### config.mk
export PLATFORM = sky130hd
export DESIGN_NAME = signed_divider
export DESIGN_NICKNAME = d
export VERILOG_FILES = /design/src/rtl/multdiv_pkg.sv /design/src/rtl/div_iter.sv /design/src/rtl/signed_divider.sv
export SDC_FILE = /design/constraint.sdc
export NUM_CORES = 1
export LEC_CHECK = 0
export ABC_AREA = 1
export CAP_MARGIN = 15
export CORE_AREA = 2 2 160 162
export DETAILED_ROUTE_END_ITERATION = 8
export DIE_AREA = 0 0 162 164
export GPL_ROUTABILITY_DRIVEN = 0
export PLACE_DENSITY = 0.84
export SYNTH_ARGS = -nofsm -noshare
export SYNTH_HDL_FRONTEND = slang
export SYNTH_SLANG_ARGS = --single-unit
### constraint.sdc
create_clock -name clock -period 3.05 [get_ports clock]
set_clock_uncertainty 0.2 [all_clocks]
set_input_delay 0.61 -clock clock [delete_from_list [all_inputs] [get_ports clock]]
set_output_delay 0.61 -clock clock [all_outputs]
set_load 0.05 [all_outputs]
### src/rtl/multdiv_pkg.sv
// Shared constants and state types for the multdiv unit (multiplier and divider).
package multdiv_pkg;

  localparam int DIV_WIDTH  = 32;
  localparam int DIV_ITERS  = 32;
  localparam int MULT_WIDTH = 32;
  localparam int MULT_ITERS = 32;

  localparam logic [DIV_WIDTH-1:0] INT_MIN = 32'h8000_0000;

  typedef enum logic [1:0] {
    IDLE = 2'd0,
    RUN  = 2'd1,
    FIX  = 2'd2,
    DONE = 2'd3
  } div_state_t;

  typedef enum logic [1:0] {
    MULT_IDLE = 2'd0,
    MULT_RUN  = 2'd1,
    MULT_DONE = 2'd2
  } mult_state_t;

endpackage

### src/rtl/div_iter.sv
// One restoring shift-subtract step: shifts {rem, quo} left, trial-subtracts the divisor.
// Purely combinational; the caller registers rem_o/quo_o each cycle.
module div_iter
  import multdiv_pkg::*;
#(
  parameter int WIDTH = DIV_WIDTH
) (
  input  logic [WIDTH:0]   rem_i,
  input  logic [WIDTH-1:0] quo_i,
  input  logic [WIDTH-1:0] divisor_i,
  output logic [WIDTH:0]   rem_o,
  output logic [WIDTH-1:0] quo_o
);

  logic [WIDTH+1:0] shifted;
  logic [WIDTH+1:0] trial;

  // One extra guard bit keeps the trial sign unambiguous for any partial remainder.
  assign shifted = {rem_i, quo_i[WIDTH-1]};
  assign trial   = shifted - {2'b00, divisor_i};

  always_comb begin
    rem_o = shifted[WIDTH:0];
    quo_o = {quo_i[WIDTH-2:0], 1'b0};
    if (!trial[WIDTH+1]) begin
      rem_o    = trial[WIDTH:0];
      quo_o[0] = 1'b1;
    end
  end

endmodule

### src/rtl/signed_divider.sv
// Sequential signed divider: 32 restoring iterations on magnitudes, then sign fix-up.
// Start is accepted in any state and aborts any operation in flight.
module signed_divider
  import multdiv_pkg::*;
#(
  parameter int WIDTH = DIV_WIDTH
) (
  input  logic             clock,
  input  logic             reset,
  input  logic             ctrl_div,
  input  logic [WIDTH-1:0] data_operandA,
  input  logic [WIDTH-1:0] data_operandB,
  output logic [WIDTH-1:0] quotient,
  output logic [WIDTH-1:0] remainder,
  output logic             exception,
  output logic             ready
);

  localparam int CW = $clog2(DIV_ITERS);
  localparam logic [CW-1:0]    LAST_ITER = CW'(DIV_ITERS - 1);
  localparam logic [WIDTH-1:0] MOST_NEG  = {1'b1, {(WIDTH-1){1'b0}}};

  div_state_t       state_q;
  logic [CW-1:0]    cnt_q;
  logic [WIDTH:0]   rem_q;
  logic [WIDTH-1:0] quo_q;
  logic [WIDTH-1:0] divisor_q;
  logic             q_neg_q;
  logic             r_neg_q;
  logic             div0_q;
  logic             ovf_q;
  logic [WIDTH-1:0] quotient_q;
  logic [WIDTH-1:0] remainder_q;
  logic             exception_q;
  logic             ready_q;

  logic [WIDTH-1:0] abs_a_d;
  logic [WIDTH-1:0] abs_b_d;
  logic [WIDTH:0]   rem_d;
  logic [WIDTH-1:0] quo_d;
  logic [WIDTH-1:0] q_fix_d;
  logic [WIDTH-1:0] r_fix_d;

  // Negating the most negative value wraps to itself, which is its correct unsigned magnitude.
  assign abs_a_d = data_operandA[WIDTH-1] ? -data_operandA : data_operandA;
  assign abs_b_d = data_operandB[WIDTH-1] ? -data_operandB : data_operandB;

  assign q_fix_d = q_neg_q ? -quo_q : quo_q;
  assign r_fix_d = r_neg_q ? -rem_q[WIDTH-1:0] : rem_q[WIDTH-1:0];

  div_iter #(.WIDTH(WIDTH)) u_iter (
    .rem_i     (rem_q),
    .quo_i     (quo_q),
    .divisor_i (divisor_q),
    .rem_o     (rem_d),
    .quo_o     (quo_d)
  );

  always_ff @(posedge clock) begin
    if (reset) begin
      state_q     <= IDLE;
      cnt_q       <= '0;
      rem_q       <= '0;
      quo_q       <= '0;
      divisor_q   <= '0;
      q_neg_q     <= 1'b0;
      r_neg_q     <= 1'b0;
      div0_q      <= 1'b0;
      ovf_q       <= 1'b0;
      quotient_q  <= '0;
      remainder_q <= '0;
      exception_q <= 1'b0;
      ready_q     <= 1'b0;
    end else if (ctrl_div) begin
      state_q   <= RUN;
      cnt_q     <= '0;
      rem_q     <= '0;
      quo_q     <= abs_a_d;
      divisor_q <= abs_b_d;
      q_neg_q   <= data_operandA[WIDTH-1] ^ data_operandB[WIDTH-1];
      r_neg_q   <= data_operandA[WIDTH-1];
      div0_q    <= (data_operandB == '0);
      ovf_q     <= (data_operandA == MOST_NEG) && (data_operandB == '1);
      ready_q   <= 1'b0;
    end else begin
      case (state_q)
        IDLE: ready_q <= 1'b0;
        RUN: begin
          rem_q <= rem_d;
          quo_q <= quo_d;
          cnt_q <= cnt_q + 1'b1;
          if (cnt_q == LAST_ITER) state_q <= FIX;
        end
        FIX: begin
          if (div0_q || ovf_q) begin
            quotient_q  <= '0;
            remainder_q <= '0;
            exception_q <= 1'b1;
          end else begin
            quotient_q  <= q_fix_d;
            remainder_q <= r_fix_d;
            exception_q <= 1'b0;
          end
          ready_q <= 1'b1;
          state_q <= DONE;
        end
        DONE: begin
          ready_q <= 1'b0;
          state_q <= IDLE;
        end
        default: state_q <= IDLE;
      endcase
    end
  end

  assign quotient  = quotient_q;
  assign remainder = remainder_q;
  assign exception = exception_q;
  assign ready     = ready_q;

endmodule

* Word-level counts from Yosys, hierarchy flattened
Index checks and enable logic that the tools add are counted. Widths: inputs -> output; s select.
Operators by class: multiply operators 0, equality and inequality tests 8, muxes and demuxes 15, shift-type cells 0, bitwise logic cells 2, reduce and logical (&&, ||, !) cells 13, $add $sub $neg 6, $lt $le $gt $ge 0, divide/modulo/power cells 0
Operator list (number):
- $mux 32 | 8
- $neg 32->32 | 4
- $eq 32x32->1 const B | 2
- $sub 34x32->34 | 1
- $mux 33 | 1
- $logic_not 32->1 | 1
- $pmux 2 s3 | 1
- $reduce_and 2->1 | 3
- $add 5x1->5 const B | 1
- $eq 5x5->1 const B | 1
- $eq 2x2->1 const B | 2
- $reduce_bool 2->1 | 2
- $reduce_bool 4->1 | 1
- $reduce_or 2->1 | 2
- $mux 1 | 3
- $ne 3x3->1 const B | 1
- $reduce_bool 3->1 | 1
- $eq 2x1->1 const B | 1
- $logic_not 2->1 | 1
- $mux 2 | 1
- $ne 2x2->1 const B | 1
- $pmux 1 s2 | 1
- $logic_and 1x1->1 | 1
- $logic_or 1x1->1 | 1
- other kinds (2) | 2
Word-level totals: ROM bits 0, bits in writable memories 0, memories kept 0, bits of input ports 67, flip-flop bits (word level) 174, output and inout port bits 66, latch bits 0, word-level logic and storage cells 58

* Longest topological paths before layout
Gate-level depths: netlist (run 1).
depth after elaboration 4, mapped depth 18, depth with buffers taken out 18

* Hierarchy
A second synthesis (run 1) with hierarchy kept.
Unflattened totals: cell total of the unflattened synthesis 2361, area total of the unflattened synthesis 13835.8 µm²
Modules (own cells, without submodules):
- signed_divider | cells each 1609, times used 1, sequential area each 3483.3 µm², area an instance 10158.5 µm²
- div_iter | cells each 752, times used 1, sequential area each 0.0 µm², area an instance 3677.3 µm²

* Worst setup path after synthesis (run 1)
OpenSTA, ideal clock, no wires.
path type reg2reg, start reg quo_q[31], end reg rem_q[28], period minus slack after synthesis 2259 ps, setup slack 791 ps, stages on the path, launching flop included 19, library setup time 71 ps, buffers on the path 0, data required time 2779 ps, arrival 1989 ps, path through dfxtp_1 > inv_1 > ha_1 > fa_1 > inv_1 > nand3_1 > nand2_1 > nand2_1 > nand2_1 > nand2_1 > nand2_1 > nand2_1 > nand2_1 > nand2_1 > nand2_1 > inv_1 > nand2_2 > nand3_2 > a21oi_2
Between the ends: word-level cells in the longest chain between the ends 2
RTL lines:
- from (decl) | RTL line signed_divider.sv:26 | logic [WIDTH-1:0] quo_q;
- from (signal assigned) | RTL line signed_divider.sv:78 | quo_q <= abs_a_d;
- from (signal assigned) | RTL line signed_divider.sv:90 | quo_q <= quo_d;
- $sub 34x32->34 | RTL line div_iter.sv:20 | assign trial = shifted - {2'b00, divisor_i};
- $mux 33 | RTL line div_iter.sv:25 | if (!trial[WIDTH+1]) begin
- to (signal assigned) | RTL line signed_divider.sv:89 | rem_q <= rem_d;
- to (decl) | RTL line signed_divider.sv:25 | logic [WIDTH:0] rem_q;
No other way between the ends. A chain may end at the register's enable or synchronous reset.

* Worst setup path after layout (run 1)
start reg quo_q[31], end reg rem_q[32]
The elaborated chain is that of the path after synthesis.

==> flow_summary.html, run 1 <==
<table>
<tr><th>Metric</th><th>Value</th></tr>
<tr><th colspan="2">STA</th></tr>
<tr><td>Final slew viol count</td><td>0</td></tr>
<tr><td>Setup repair after global routing missed its margin</td><td>false</td></tr>
<tr><td>Count of final setup violators</td><td>0</td></tr>
<tr><td>Share of the clock period used by the worst path after layout</td><td>0.919</td></tr>
<tr><td>Final-report hold violation count</td><td>0</td></tr>
<tr><td>Final Critical Period</td><td>2.80 ns</td></tr>
<tr><td>Highest attainable clock frequency</td><td>about 0.36 GHz</td></tr>
<tr><td>Final sum of negative setup slack</td><td>0 ns</td></tr>
<tr><td>Transition time of the tightest slew-check pin</td><td>approximately 1.0 ns</td></tr>
<tr><td>Max-slew headroom at the worst pin</td><td>0.301</td></tr>
<tr><th colspan="2">Floorplan</th></tr>
<tr><td>Height of the die</td><td>~160 microns</td></tr>
<tr><td>Area inside the core boundary</td><td>24,800 sq um</td></tr>
<tr><td>Horizontal die dimension</td><td>162 microns</td></tr>
<tr><td>Die outline area</td><td>roughly 27,000 sq um</td></tr>
<tr><td>Starting utilization of the core area</td><td>0.541</td></tr>
<tr><td>FP Rows</td><td>just under 60</td></tr>
<tr><td>Number of I/O pins</td><td>133</td></tr>
<tr><th colspan="2">Pwr</th></tr>
<tr><td>Cell-internal power</td><td>around 4 mW</td></tr>
<tr><td>Net switching power</td><td>2.11 mW</td></tr>
<tr><td>Clk pwr share</td><td>0.366</td></tr>
<tr><td>Combinational Power Share</td><td>0.237</td></tr>
<tr><td>Areal power density over the cells</td><td>391 nW/um^2</td></tr>
<tr><td>Static leakage</td><td>7.08 nW</td></tr>
<tr><td>Seq pwr share</td><td>0.397</td></tr>
<tr><td>Sw frac</td><td>0.346</td></tr>
<tr><td>Max VDD drop</td><td>0.279 mV</td></tr>
<tr><th colspan="2">Global routing</th></tr>
<tr><td>Total routing resource utilization after global routing</td><td>0.307</td></tr>
<tr><td>Met2 Resource Use GR</td><td>0.498</td></tr>
<tr><td>GR Util met1</td><td>0.401</td></tr>
<tr><td>Antenna violations before repair</td><td>0</td></tr>
<tr><td>Wire length of the first global-routing pass</td><td>66,800 microns</td></tr>
<tr><td>Highest-utilization routing layer at the global route stage</td><td>met2</td></tr>
<tr><td>Number of global-route vias before repair</td><td>13.9k</td></tr>
<tr><td>Total congestion overflow after global routing</td><td>0</td></tr>
<tr><td>Largest net degree at the start of global routing</td><td>100</td></tr>
<tr><td>Routing usage on met3</td><td>0.0533</td></tr>
<tr><th colspan="2">Final layout</th></tr>
<tr><td>Commonest non-fill, non-tap cells in the layout</td><td>nand2_1, inv_1, nand3_1, dfxtp_1, a21oi_1</td></tr>
<tr><td>Utilization of the core after routing</td><td>0.629</td></tr>
<tr><td>Final #Nets</td><td>between 2k and 2.5k</td></tr>
<tr><td>Diodes inserted</td><td>0</td></tr>
<tr><td>Most common library cell in the layout ignoring fill and taps</td><td>nand2_1</td></tr>
<tr><td>Layout filler cell count</td><td>2,214</td></tr>
<tr><td>Synthesis-to-layout area growth</td><td>16.1%</td></tr>
<tr><td>Total area of multi-input combinational cells</td><td>8310 sq um</td></tr>
<tr><td>Fraction of final layout cells with drive strength greater than 1</td><td>0.0983</td></tr>
<tr><td>Register area</td><td>between 3000 and 4000 sq um</td></tr>
<tr><th colspan="2">CTS</th></tr>
<tr><td>CTS tree</td><td>built</td></tr>
<tr><td>Number of levels in the clock H-tree</td><td>4</td></tr>
<tr><td>Clock latency of the later-clocked register in the worst-skew pair</td><td>0.44 ns</td></tr>
<tr><td>Total setup buffers inserted after CTS</td><td>0</td></tr>
<tr><td>Sink Count</td><td>between 150 and 200</td></tr>
<tr><td>Clock-pin slew of the registers on the worst-case setup and hold paths</td><td>0.07 ns</td></tr>
<tr><td>Post-cts gate resize count</td><td>0</td></tr>
<tr><td>Number of buffers on the longest clock path</td><td>2</td></tr>
<tr><td>Quantity of hold-fixing buffers added after cts</td><td>0</td></tr>
<tr><td>Total CTS buffers</td><td>17</td></tr>
<tr><td>Cell chosen for the clock root</td><td>clkbuf_16</td></tr>
<tr><th colspan="2">Drt</th></tr>
<tr><td>Antenna-violating nets left</td><td>0</td></tr>
<tr><td>Post-route DRC</td><td>0</td></tr>
<tr><td>Via-per-instance ratio</td><td>5.66</td></tr>
<tr><td>Average wire per standard cell</td><td>15.8 microns</td></tr>
<tr><td>Routed via count</td><td>14.8k</td></tr>
<tr><td>Wirelength, routed</td><td>41,300 microns</td></tr>
<tr><td>Number of iterations in the first detailed-routing pass</td><td>6</td></tr>
<tr><td>Number of DRC violations after detailed-routing iteration 0</td><td>1,833</td></tr>
<tr><th colspan="2">Hold path</th></tr>
<tr><td>Kind of path behind the tightest hold check</td><td>input pin to flop</td></tr>
<tr><td>Number of cells on the worst hold path</td><td>2</td></tr>
<tr><td>End of the worst hold path</td><td>div0_q</td></tr>
<tr><td>Worst min-delay path startpoint</td><td>reset</td></tr>
<tr><th colspan="2">Yosys</th></tr>
<tr><td>Post-Synthesis Cell Area</td><td>13,400 sq um</td></tr>
<tr><td>Gate count of the mapped netlist</td><td>2,182</td></tr>
<tr><td>Synth Area per Inst</td><td>6.16 sq um</td></tr>
<tr><td>Cell types with the largest area share after synthesis</td><td>dfxtp_1, nand2_1, inv_1</td></tr>
<tr><td>Count of distinct cell types in the synthesized netlist</td><td>54</td></tr>
<tr><td>Synthesized flop and latch total</td><td>174</td></tr>
<tr><td>Top cell type by total area after synthesis</td><td>dfxtp_1</td></tr>
<tr><td>Yosys warns</td><td>0</td></tr>
<tr><td>Area fraction of the dominant cell type after synthesis</td><td>0.259</td></tr>
<tr><td>Share of synthesized area occupied by flip-flops and latches</td><td>0.259</td></tr>
<tr><td>Post-Syn Nets</td><td>2,295</td></tr>
<tr><th colspan="2">Worst setup path</th></tr>
<tr><td>Worst-path cell chain</td><td>inv_1 &gt; ha_1 &gt; fa_1 &gt; inv_1 &gt; nand3_1 &gt; nand2_1 &gt; nand2_1 &gt; nand2_1 &gt; nand2_1 &gt; nand2_1 &gt; nand2_1 &gt; nand2_1 &gt; nand2_1 &gt; nand2_1 &gt; inv_1 &gt; nand2_1 &gt; nand3_1 &gt; a21oi_1</td></tr>
<tr><td>Count of cells along the worst register-to-register path</td><td>18</td></tr>
<tr><td>CP dominant cell by count</td><td>nand2_1</td></tr>
<tr><td>Critical path class</td><td>flop to flop</td></tr>
<tr><td>Nature of the critical path endpoint</td><td>flop</td></tr>
<tr><td>Worst Path Required</td><td>3.22 ns</td></tr>
<tr><td>Number of buffer and inverter instances along the worst setup path</td><td>3</td></tr>
<tr><td>Crit path largest cell delay</td><td>0.42 ns</td></tr>
<tr><td>Worst flop-to-flop path endpoint</td><td>rem_q[32]</td></tr>
<tr><td>Slowest stage cell on the critical path</td><td>fa_1</td></tr>
<tr><td>Maximum fanout along the worst path</td><td>4</td></tr>
<tr><td>Path length in cells of the critical path</td><td>18</td></tr>
<tr><td>Reg2Reg Setup Slack</td><td>0.25 ns</td></tr>
<tr><td>Kind of start point of the critical path</td><td>flop</td></tr>
<tr><td>Critical R2R Launch</td><td>quo_q[31]</td></tr>
<tr><td>Arrival @ worst endpoint</td><td>slightly below 3 ns</td></tr>
<tr><td>Crit path max-delay family</td><td>simple AND/OR/NAND/NOR gates</td></tr>
<tr><th colspan="2">Place</th></tr>
<tr><td>Dpl hpwl</td><td>around 32,000 microns</td></tr>
<tr><td>Port-buffer cells</td><td>132</td></tr>
<tr><th colspan="2">Run status</th></tr>
<tr><td>Status</td><td>finished clean</td></tr>
<tr><th colspan="2">Run</th></tr>
<tr><td>Total of max-cap violations</td><td>0</td></tr>
</table>
-- stage by stage --
step	setup slack, ns	hold WS, ns	cell area (sq um)	instances	power, mW
floorplan	0.791	0.222	13400	2182	3.44
global placement	0.166	0.235	15000	2588	3.83
detailed placement	0.0722	0.253	15000	2588	3.87
CTS	0.327	0.216	15600	2620	6.07
global route	0.0617	0.220	15600	2620	6.35
finish	0.248	0.226	15600	2620	6.09
-- worst max path at each step --
stage                      endpoint             start
after global routing      rem_q[32]         quo_q[31]
after detailed placement  quo_q[30]  data_operandA[0]
after global placement    quo_q[30]  data_operandA[0]
after CTS                 rem_q[32]         quo_q[31]
after floorplan           rem_q[28]         quo_q[31]
final                     rem_q[32]         quo_q[31]
-- per-layer routing --
metal / up-vias / wire length, microns / part of all wire
li1: 7208 / - / -
met1: 6695 / 17100 / 0.41
met2: 802 / 18500 / 0.45
met3: 133 / 4190 / 0.10
met4: 0 / 1550 / 0.037
met5: - / 0 / 0
-- state kept, by name, summed over array words and instances, names as in the netlist, 2 cells and up --
name / count
quotient: 32
cnt_q: 5
remainder: 32
divisor_q: 32
rem_q: 33
state_q: 2
quo_q: 32
-- kinds of logic (layout without fill, tap and decap cells) --
family | Yosys count | count (layout) | synth area share
AOI/OAI and AO/OA | 366 | 366 | 0.158
xor gates and xnor gates | 42 | 42 | 0.0274
adders and majority gates | 46 | 46 | 0.0434
buffers and inverters | 412 | 520 | 0.123
DFF | 174 | 174 | 0.259
and+or+nand+nor | 1142 | 1142 | 0.389
-- cell type report --
class	instances	area share
Sequential cell	174	0.223
Inverter	327	0.0787
Tap cell	330	0.0265
Clock buffer	17	0.0273
Multi-Input combinational cell	1596	0.533
Timing Repair Buffer	161	0.101
Clock inverter	15	0.0108
-- cells in the mapped netlist, drive strengths merged --
cell type,n
a31oi,5
nor3b,2
nand3,224
ha,45
buf,18
nor3,49
o31ai,3
fa,1
nor4,11
and3,2
inv,326
a22oi,1
o22ai,10
a21o,1
xnor2,9
o211ai,10
dfxtp,174
o21ai,120
clkbuf,67
clkinv,1
nand3b,11
a221oi,2
nor2,165
o21bai,4
a21boi,14
xor2,33
and2,5
nand2,628
or2,16
nand4,28
o32ai,5
or4,1
o41ai,1
a21oi,190
-- power by group through the flow --
stage               combinational, mW  sequential [mW]  clock [mW]
floorplan                       0.974             2.47           0
global placement                 1.37             2.46           0
detailed placement               1.40             2.47           0
CTS                              1.41             2.42        2.24
global route                     1.59             2.43        2.33
finish                           1.44             2.42        2.23
(Power assumes the default switching activity.)
==> inputs of run 2 (changes only) <==
==> constraint.sdc (replaced) <==
create_clock -name clock -period 2.8 [get_ports clock]
set_clock_uncertainty 0.2 [all_clocks]
set_input_delay 0.56 -clock clock [delete_from_list [all_inputs] [get_ports clock]]
set_output_delay 0.56 -clock clock [all_outputs]
set_load 0.05 [all_outputs]
==> run 2 against run 1 <==
Net effect:
- design area up 1.9%
- routed wire length up 1.0%
- sequential power up 8.7%
- largest power group unchanged
- register-to-register slack worse by 0.11 ns
- non-clock buffer count up 26
- via count up 0.65%
- sequential share of layout area down 0.41 points
==> flow_summary.html, run 2 (synthesis gave the netlist of run 1 again) <==
<table>
<tr><th>Metric</th><th>Value</th></tr>
<tr><th colspan="2">Run status</th></tr>
<tr><td>Status</td><td>finished clean (unchanged)</td></tr>
<tr><th colspan="2">Worst setup path</th></tr>
<tr><td>Worst-path cell chain</td><td>inv_1 &gt; ha_1 &gt; nand2_1 &gt; nor2_2 &gt; inv_1 &gt; o21ai_2 &gt; a21oi_4 &gt; nand2_4 &gt; nand2_4 &gt; nand2_4 &gt; nand2_2 &gt; nand3_2 &gt; a21oi_2 (was inv_1 &gt; ha_1 &gt; fa_1 &gt; inv_1 &gt; nand3_1 &gt; nand2_1 &gt; nand2_1 &gt; nand2_1 &gt; nand2_1 &gt; nand2_1 &gt; nand2_1 &gt; nand2_1 &gt; nand2_1 &gt; nand2_1 &gt; inv_1 &gt; nand2_1 &gt; nand3_1 &gt; a21oi_1)</td></tr>
<tr><td>Worst flop-to-flop path endpoint</td><td>rem_q[21] (was rem_q[32])</td></tr>
<tr><td>Reg2Reg Setup Slack</td><td>0.13 ns (was 0.25 ns)</td></tr>
<tr><td>Worst Path Required</td><td>2.91 ns (was 3.22 ns)</td></tr>
<tr><td>Path length in cells of the critical path</td><td>13 (was 18)</td></tr>
<tr><td>Crit path largest cell delay</td><td>0.37 ns (was 0.42 ns)</td></tr>
<tr><td>Critical R2R Launch</td><td>divisor_q[22] (was quo_q[31])</td></tr>
<tr><td>Crit path max-delay family</td><td>simple AND/OR/NAND/NOR gates (unchanged)</td></tr>
<tr><td>Nature of the critical path endpoint</td><td>flop (unchanged)</td></tr>
<tr><td>Number of buffer and inverter instances along the worst setup path</td><td>2 (was 3)</td></tr>
<tr><td>Maximum fanout along the worst path</td><td>16 (was 4)</td></tr>
<tr><td>Critical path class</td><td>flop to flop (unchanged)</td></tr>
<tr><td>Slowest stage cell on the critical path</td><td>ha_1 (was fa_1)</td></tr>
<tr><td>Setup crit start</td><td>divisor_q[22] (was quo_q[31])</td></tr>
<tr><td>Count of cells along the worst register-to-register path</td><td>13 (was 18)</td></tr>
<tr><td>Kind of start point of the critical path</td><td>flop (unchanged)</td></tr>
<tr><td>Worst setup endpoint</td><td>rem_q[21] (was rem_q[32])</td></tr>
<tr><td>Arrival @ worst endpoint</td><td>2.78 ns (was 2.97 ns)</td></tr>
<tr><td>CP dominant cell by count</td><td>nand2_4 (was nand2_1)</td></tr>
<tr><th colspan="2">Pwr</th></tr>
<tr><td>Total power after layout</td><td>6.82 mW (was 6.09 mW)</td></tr>
<tr><td>Static leakage</td><td>7.25 nW (was 7.08 nW)</td></tr>
<tr><td>Areal power density over the cells</td><td>429 nW/um^2 (was 391 nW/um^2)</td></tr>
<tr><td>Max VDD drop</td><td>0.392 mV (was 0.279 mV)</td></tr>
<tr><th colspan="2">Global routing</th></tr>
<tr><td>Total routing resource utilization after global routing</td><td>0.307 (about the same)</td></tr>
<tr><td>Largest net degree at the start of global routing</td><td>80 (was 100)</td></tr>
<tr><td>Number of global-route vias before repair</td><td>13.6k (was 13.9k)</td></tr>
<tr><td>Wire length of the first global-routing pass</td><td>66,400 microns (was 66,800 microns)</td></tr>
<tr><td>Antenna violations before repair</td><td>0 (unchanged)</td></tr>
<tr><td>Total congestion overflow after global routing</td><td>0 (unchanged)</td></tr>
<tr><th colspan="2">Drt</th></tr>
<tr><td>Antenna-violating nets left</td><td>0 (unchanged)</td></tr>
<tr><td>Number of DRC violations after detailed-routing iteration 0</td><td>1,814 (was 1,833)</td></tr>
<tr><td>Number of iterations in the first detailed-routing pass</td><td>6 (unchanged)</td></tr>
<tr><td>Routed via count</td><td>14.9k (was 14.8k)</td></tr>
<tr><td>Wirelength, routed</td><td>41,700 microns (was 41,300 microns)</td></tr>
<tr><td>Via-per-instance ratio</td><td>5.64 (was 5.66)</td></tr>
<tr><td>Average wire per standard cell</td><td>15.8 microns (about the same)</td></tr>
<tr><td>Post-route DRC</td><td>0 (unchanged)</td></tr>
<tr><th colspan="2">Run</th></tr>
<tr><td>Total of max-cap violations</td><td>0 (unchanged)</td></tr>
<tr><th colspan="2">CTS</th></tr>
<tr><td>Number of levels in the clock H-tree</td><td>4 (unchanged)</td></tr>
<tr><td>Total CTS buffers</td><td>17 (unchanged)</td></tr>
<tr><td>Total setup buffers inserted after CTS</td><td>0 (unchanged)</td></tr>
<tr><td>Quantity of hold-fixing buffers added after cts</td><td>0 (unchanged)</td></tr>
<tr><td>Clock-pin slew of the registers on the worst-case setup and hold paths</td><td>0.07 ns (about the same)</td></tr>
<tr><td>CTS tree</td><td>built (unchanged)</td></tr>
<tr><td>Clock latency of the later-clocked register in the worst-skew pair</td><td>0.43 ns (was 0.44 ns)</td></tr>
<tr><td>Sink Count</td><td>174 (unchanged)</td></tr>
<tr><td>Cell chosen for the clock root</td><td>clkbuf_16 (unchanged)</td></tr>
<tr><td>Post-cts gate resize count</td><td>0 (unchanged)</td></tr>
<tr><td>Number of buffers on the longest clock path</td><td>2 (unchanged)</td></tr>
<tr><th colspan="2">STA</th></tr>
<tr><td>Final-report hold violation count</td><td>0 (unchanged)</td></tr>
<tr><td>Max-slew headroom at the worst pin</td><td>0.542 (was 0.301)</td></tr>
<tr><td>Share of the clock period used by the worst path after layout</td><td>0.952 (was 0.919)</td></tr>
<tr><td>Highest attainable clock frequency</td><td>0.375 GHz (was 0.357 GHz)</td></tr>
<tr><td>Final Critical Period</td><td>2.67 ns (was 2.80 ns)</td></tr>
<tr><td>Count of final setup violators</td><td>0 (unchanged)</td></tr>
<tr><td>Final slew viol count</td><td>0 (unchanged)</td></tr>
<tr><td>Setup repair after global routing missed its margin</td><td>false (unchanged)</td></tr>
<tr><td>Final sum of negative setup slack</td><td>0 ns (unchanged)</td></tr>
<tr><td>Setup ws final</td><td>0.135 ns (was 0.248 ns)</td></tr>
<tr><td>Transition time of the tightest slew-check pin</td><td>0.686 ns (was 1.05 ns)</td></tr>
<tr><th colspan="2">Place</th></tr>
<tr><td>Setup slack at placement</td><td>-0.00939 ns (was 0.0722 ns)</td></tr>
<tr><td>Dpl hpwl</td><td>31,500 microns (was 31,800 microns)</td></tr>
<tr><td>Port-buffer cells</td><td>132 (unchanged)</td></tr>
<tr><td>Total instance count after detailed placement</td><td>2,614 (was 2,588)</td></tr>
<tr><th colspan="2">Final layout</th></tr>
<tr><td>Flip-flop count of the largest register after layout</td><td>33 (unchanged)</td></tr>
<tr><td>Largest register by flop count</td><td>rem_q (unchanged)</td></tr>
<tr><td>Fraction of final layout cells with drive strength greater than 1</td><td>0.111 (was 0.0983)</td></tr>
<tr><td>Synthesis-to-layout area growth</td><td>18.3% (was 16.1%)</td></tr>
<tr><td>Diodes inserted</td><td>0 (unchanged)</td></tr>
<tr><td>Commonest non-fill, non-tap cells in the layout</td><td>nand2_1, inv_1, nand3_1, dfxtp_1, a21oi_1 (unchanged)</td></tr>
<tr><td>Final #Nets</td><td>2,417 (was 2,390)</td></tr>
<tr><td>Most common library cell in the layout ignoring fill and taps</td><td>nand2_1 (unchanged)</td></tr>
<tr><td>Filler-free cell count of the finished design</td><td>2,646 (was 2,620)</td></tr>
<tr><th colspan="2">Hold path</th></tr>
<tr><td>Kind of path behind the tightest hold check</td><td>flop to flop (was input pin to flop)</td></tr>
<tr><th colspan="2">Floorplan</th></tr>
<tr><td>Horizontal die dimension</td><td>162 microns (unchanged)</td></tr>
<tr><td>Number of I/O pins</td><td>133 (unchanged)</td></tr>
<tr><td>Die outline area</td><td>26,600 sq um (unchanged)</td></tr>
<tr><td>Starting utilization of the core area</td><td>0.541 (unchanged)</td></tr>
<tr><td>FP Rows</td><td>58 (unchanged)</td></tr>
<tr><td>Area inside the core boundary</td><td>24,800 sq um (unchanged)</td></tr>
<tr><td>Height of the die</td><td>164 microns (unchanged)</td></tr>
</table>
## run 2: through the flow
stage	utilization	hold WS, ns	instance area [sq um]
CTS	0.639	0.255	15900
finish	0.641	0.258	15900
global route	0.641	0.280	15900
global placement	0.614	0.233	15200
floorplan	-	0.222	13400
detailed placement	0.614	0.245	15200
## run 2: metal layers
layer	track usage	routed length, microns	vias to the layer above
met1	0.401	17100	6773
met4	0.129	1490	0
li1	-	-	7279
met2	0.502	18900	782
met3	0.0530	4290	100
met5	0	0	-
## run 2: report_power, final
part	internal (mW)	switching, mW	total [mW]	leakage [nW]
clock network	1.51	1.08	2.59	0.303
logic	0.529	1.08	1.60	5.53
registers	2.56	0.0718	2.63	1.42
## run 2: cell type report
| class | instances | area, sq um |
|---|---|---|
| tap | 330 | 413 |
| sequential | 174 | 3480 |
| multi-input combinational | 1597 | 8340 |
| timing repair buffer | 187 | 1810 |
| clock buffer | 17 | 425 |
| fill | 2217 | 8920 |
| clock inverter | 14 | 204 |
| inverter | 327 | 1230 |
## run 2: worst min-delay path by stage
stage | start | endpoint | slack (ns) | cells past startpoint
2_1_floorplan | divisor_q[22] | divisor_q[22] | 0.22 | 2
3_3_place_gp | ready | ready | 0.23 | 2
3_5_place_dp | ready | ready | 0.24 | 2
4_1_cts | ready | ready | 0.26 | 2
5_1_grt | divisor_q[22] | divisor_q[22] | 0.28 | 2
6_report | ready | ready | 0.26 | 2
## run 2: worst min-delay path: stages, from the launching register on
cell and delay, ns:
dfxtp_1 0.31, inv_1 0.05, a21oi_1 0.05
==> inputs of run 3 (changes only) <==
--- a/config.mk
+++ b/config.mk
@@ -7,9 +7,9 @@
 export LEC_CHECK = 0
 export ABC_AREA = 1
 export CAP_MARGIN = 15
-export CORE_AREA = 2 2 160 162
+export CORE_AREA = 2 2 131 197
 export DETAILED_ROUTE_END_ITERATION = 8
-export DIE_AREA = 0 0 162 164
+export DIE_AREA = 0 0 133 199
 export GPL_ROUTABILITY_DRIVEN = 0
 export PLACE_DENSITY = 0.84
 export SYNTH_ARGS = -nofsm -noshare
==> run 3 against run 2 <==
Net effect:
- design area rose by 0.35%
- clock-buffer cell count rose by 4
- worst hold slack got worse by 0.085 ns
- sequential cell count did not move
- non-clock buffer count rose by 16
- largest cell class unchanged
==> flow_summary.html, run 3 (synthesis gave the netlist of run 1 again) <==
<table>
<tr><th>Metric</th><th>Value</th></tr>
<tr><th colspan="2">Global routing</th></tr>
<tr><td>Routing usage on met3</td><td>0.0359 (was 0.0530)</td></tr>
<tr><td>Met2 Resource Use GR</td><td>0.567 (was 0.502)</td></tr>
<tr><td>Largest net degree at the start of global routing</td><td>65 (was 80)</td></tr>
<tr><td>Number of global-route vias before repair</td><td>14.1k (was 13.6k)</td></tr>
<tr><td>Total congestion overflow after global routing</td><td>0 (unchanged)</td></tr>
<tr><td>Total routing resource utilization after global routing</td><td>0.316 (was 0.307)</td></tr>
<tr><td>Highest-utilization routing layer at the global route stage</td><td>met2 (unchanged)</td></tr>
<tr><td>Wire length of the first global-routing pass</td><td>67,300 microns (was 66,400 microns)</td></tr>
<tr><td>GR Util met1</td><td>0.335 (was 0.401)</td></tr>
<tr><td>Antenna violations before repair</td><td>0 (unchanged)</td></tr>
<tr><th colspan="2">Worst setup path</th></tr>
<tr><td>Worst-path cell chain</td><td>inv_1 &gt; ha_1 &gt; fa_2 &gt; inv_1 &gt; nand3_1 &gt; nand2_2 &gt; nand2_1 &gt; nand2_2 &gt; nand2_1 &gt; nand2_1 &gt; nand2_1 &gt; nand2_1 &gt; nand2_1 &gt; nand2_1 &gt; inv_1 &gt; nand2_1 &gt; nand3_1 &gt; a21oi_1 (was inv_1 &gt; ha_1 &gt; nand2_1 &gt; nor2_2 &gt; inv_1 &gt; o21ai_2 &gt; a21oi_4 &gt; nand2_4 &gt; nand2_4 &gt; nand2_4 &gt; nand2_2 &gt; nand3_2 &gt; a21oi_2)</td></tr>
<tr><td>Worst flop-to-flop path endpoint</td><td>rem_q[32] (was rem_q[21])</td></tr>
<tr><td>Crit path max-delay family</td><td>simple AND/OR/NAND/NOR gates (unchanged)</td></tr>
<tr><td>CP dominant cell by count</td><td>nand2_1 (was nand2_4)</td></tr>
<tr><td>Setup crit start</td><td>quo_q[31] (was divisor_q[22])</td></tr>
<tr><td>Reg2Reg Setup Slack</td><td>0.20 ns (was 0.13 ns)</td></tr>
<tr><td>Critical path class</td><td>flop to flop (unchanged)</td></tr>
<tr><td>Slowest stage cell on the critical path</td><td>fa_2 (was ha_1)</td></tr>
<tr><td>Nature of the critical path endpoint</td><td>flop (unchanged)</td></tr>
<tr><td>Worst Path Required</td><td>2.96 ns (was 2.91 ns)</td></tr>
<tr><td>Maximum fanout along the worst path</td><td>4 (was 16)</td></tr>
<tr><td>Kind of start point of the critical path</td><td>flop (unchanged)</td></tr>
<tr><td>Count of cells along the worst register-to-register path</td><td>18 (was 13)</td></tr>
<tr><td>Arrival @ worst endpoint</td><td>2.76 ns (was 2.78 ns)</td></tr>
<tr><td>Critical R2R Launch</td><td>quo_q[31] (was divisor_q[22])</td></tr>
<tr><td>Crit path largest cell delay</td><td>0.37 ns (about the same)</td></tr>
<tr><td>Number of buffer and inverter instances along the worst setup path</td><td>3 (was 2)</td></tr>
<tr><th colspan="2">CTS</th></tr>
<tr><td>Cell chosen for the clock root</td><td>clkbuf_16 (unchanged)</td></tr>
<tr><td>Post-cts gate resize count</td><td>0 (unchanged)</td></tr>
<tr><td>Number of buffers on the longest clock path</td><td>2 (unchanged)</td></tr>
<tr><td>Total CTS buffers</td><td>17 (unchanged)</td></tr>
<tr><td>Clock-pin slew of the registers on the worst-case setup and hold paths</td><td>0.07 ns (about the same)</td></tr>
<tr><td>Total setup buffers inserted after CTS</td><td>0 (unchanged)</td></tr>
<tr><td>CTS tree</td><td>built (unchanged)</td></tr>
<tr><td>Quantity of hold-fixing buffers added after cts</td><td>0 (unchanged)</td></tr>
<tr><td>Number of levels in the clock H-tree</td><td>4 (unchanged)</td></tr>
<tr><td>Clock latency of the later-clocked register in the worst-skew pair</td><td>0.44 ns (was 0.43 ns)</td></tr>
<tr><td>Sink Count</td><td>174 (unchanged)</td></tr>
<tr><th colspan="2">STA</th></tr>
<tr><td>Final slew viol count</td><td>0 (unchanged)</td></tr>
<tr><td>Setup ws final</td><td>0.196 ns (was 0.135 ns)</td></tr>
<tr><td>Count of final setup violators</td><td>0 (unchanged)</td></tr>
<tr><td>Setup repair after global routing missed its margin</td><td>false (unchanged)</td></tr>
<tr><td>Final Critical Period</td><td>2.60 ns (was 2.67 ns)</td></tr>
<tr><td>Transition time of the tightest slew-check pin</td><td>1.13 ns (was 0.686 ns)</td></tr>
<tr><td>Share of the clock period used by the worst path after layout</td><td>0.930 (was 0.952)</td></tr>
<tr><td>Final-report hold violation count</td><td>0 (unchanged)</td></tr>
<tr><td>Max-slew headroom at the worst pin</td><td>0.243 (was 0.542)</td></tr>
<tr><td>Highest attainable clock frequency</td><td>0.384 GHz (was 0.375 GHz)</td></tr>
<tr><th colspan="2">Hold path</th></tr>
<tr><td>Worst min-delay path startpoint</td><td>reset (was ready)</td></tr>
<tr><td>Kind of path behind the tightest hold check</td><td>input pin to flop (was flop to flop)</td></tr>
<tr><td>End of the worst hold path</td><td>remainder[24] (was ready)</td></tr>
<tr><td>Number of cells on the worst hold path</td><td>2 (unchanged)</td></tr>
<tr><th colspan="2">Drt</th></tr>
<tr><td>Number of DRC violations after detailed-routing iteration 0</td><td>1,167 (was 1,814)</td></tr>
<tr><td>Routed via count</td><td>14.9k (about the same)</td></tr>
<tr><td>Post-route DRC</td><td>0 (unchanged)</td></tr>
<tr><td>Wirelength, routed</td><td>42,100 microns (was 41,700 microns)</td></tr>
<tr><td>Number of iterations in the first detailed-routing pass</td><td>6 (unchanged)</td></tr>
<tr><td>Antenna-violating nets left</td><td>0 (unchanged)</td></tr>
<tr><td>Average wire per standard cell</td><td>15.8 microns (about the same)</td></tr>
<tr><td>Via-per-instance ratio</td><td>5.61 (was 5.64)</td></tr>
<tr><th colspan="2">Run</th></tr>
<tr><td>Total of max-cap violations</td><td>0 (unchanged)</td></tr>
<tr><th colspan="2">Run status</th></tr>
<tr><td>Status</td><td>finished clean (unchanged)</td></tr>
<tr><th colspan="2">Final layout</th></tr>
<tr><td>Diodes inserted</td><td>0 (unchanged)</td></tr>
<tr><td>Final #Nets</td><td>2,432 (was 2,417)</td></tr>
<tr><td>Synthesis-to-layout area growth</td><td>18.7% (was 18.3%)</td></tr>
<tr><td>Most common library cell in the layout ignoring fill and taps</td><td>nand2_1 (unchanged)</td></tr>
<tr><td>Fraction of final layout cells with drive strength greater than 1</td><td>0.116 (was 0.111)</td></tr>
<tr><td>Flip-flop count of the largest register after layout</td><td>33 (unchanged)</td></tr>
<tr><td>Commonest non-fill, non-tap cells in the layout</td><td>nand2_1, inv_1, nand3_1, dfxtp_1, a21oi_1 (unchanged)</td></tr>
<tr><td>Largest register by flop count</td><td>rem_q (unchanged)</td></tr>
<tr><th colspan="2">Place</th></tr>
<tr><td>Setup slack at placement</td><td>-0.0186 ns (was -0.00939 ns)</td></tr>
<tr><td>Port-buffer cells</td><td>132 (unchanged)</td></tr>
<tr><td>Dpl hpwl</td><td>33,200 microns (was 31,500 microns)</td></tr>
<tr><th colspan="2">Pwr</th></tr>
<tr><td>Static leakage</td><td>7.29 nW (was 7.25 nW)</td></tr>
<tr><td>Total power after layout</td><td>6.71 mW (was 6.82 mW)</td></tr>
<tr><td>Areal power density over the cells</td><td>421 nW/um^2 (was 429 nW/um^2)</td></tr>
<tr><td>Max VDD drop</td><td>0.475 mV (was 0.392 mV)</td></tr>
<tr><th colspan="2">Floorplan</th></tr>
<tr><td>Area inside the core boundary</td><td>24,800 sq um (about the same)</td></tr>
<tr><td>Horizontal die dimension</td><td>133 microns (was 162 microns)</td></tr>
<tr><td>Starting utilization of the core area</td><td>0.542 (was 0.541)</td></tr>
<tr><td>Height of the die</td><td>199 microns (was 164 microns)</td></tr>
<tr><td>Number of I/O pins</td><td>133 (unchanged)</td></tr>
<tr><td>FP Rows</td><td>71 (was 58)</td></tr>
<tr><td>Die outline area</td><td>26,500 sq um (was 26,600 sq um)</td></tr>
</table>
run 3: stage by stage:
stage          cell area [sq um]  TNS [ns]  hold slack, ns  utilization  std cells
3_3_place_gp               15300         0           0.240        0.619       2628
6_report                   16000         0           0.173        0.644       2659
4_1_cts                    15900         0           0.164        0.643       2659
5_1_grt                    16000         0           0.178        0.644       2659
3_5_place_dp               15300   -0.0403           0.247        0.619       2628
2_1_floorplan              13400         0           0.222            -       2182
run 3: worst max path at each step:
stage	cells after the start	slack, ns	end
2_1_floorplan	18	0.54	rem_q[28]
3_3_place_gp	15	0.04	quo_q[30]
3_5_place_dp	15	-0.02	quo_q[18]
4_1_cts	18	0.07	rem_q[28]
5_1_grt	18	0.04	rem_q[32]
6_report	18	0.20	rem_q[32]
run 3: final cells by class:
| class | instances | area [sq um] |
|---|---|---|
| fillers | 2210 | 8830 |
| multi-input cells | 1596 | 8330 |
| flip-flops and latches | 174 | 3480 |
| repair buffers | 203 | 1910 |
| inverters | 327 | 1230 |
| clock buffers | 21 | 460 |
| well taps | 328 | 410 |
| clock inverters | 10 | 139 |
run 3: power breakdown:
| part | internal, mW | switching [mW] |
|---|---|---|
| Sequential | 2.56 | 0.0722 |
| Clock | 1.44 | 1.01 |
| Combinational | 0.543 | 1.08 |
run 3: metal layers:
layer,part of all wire,wire (microns)
met5,0,0
met4,0.086,3610
met3,0.059,2470
met2,0.49,20600
met1,0.36,15300
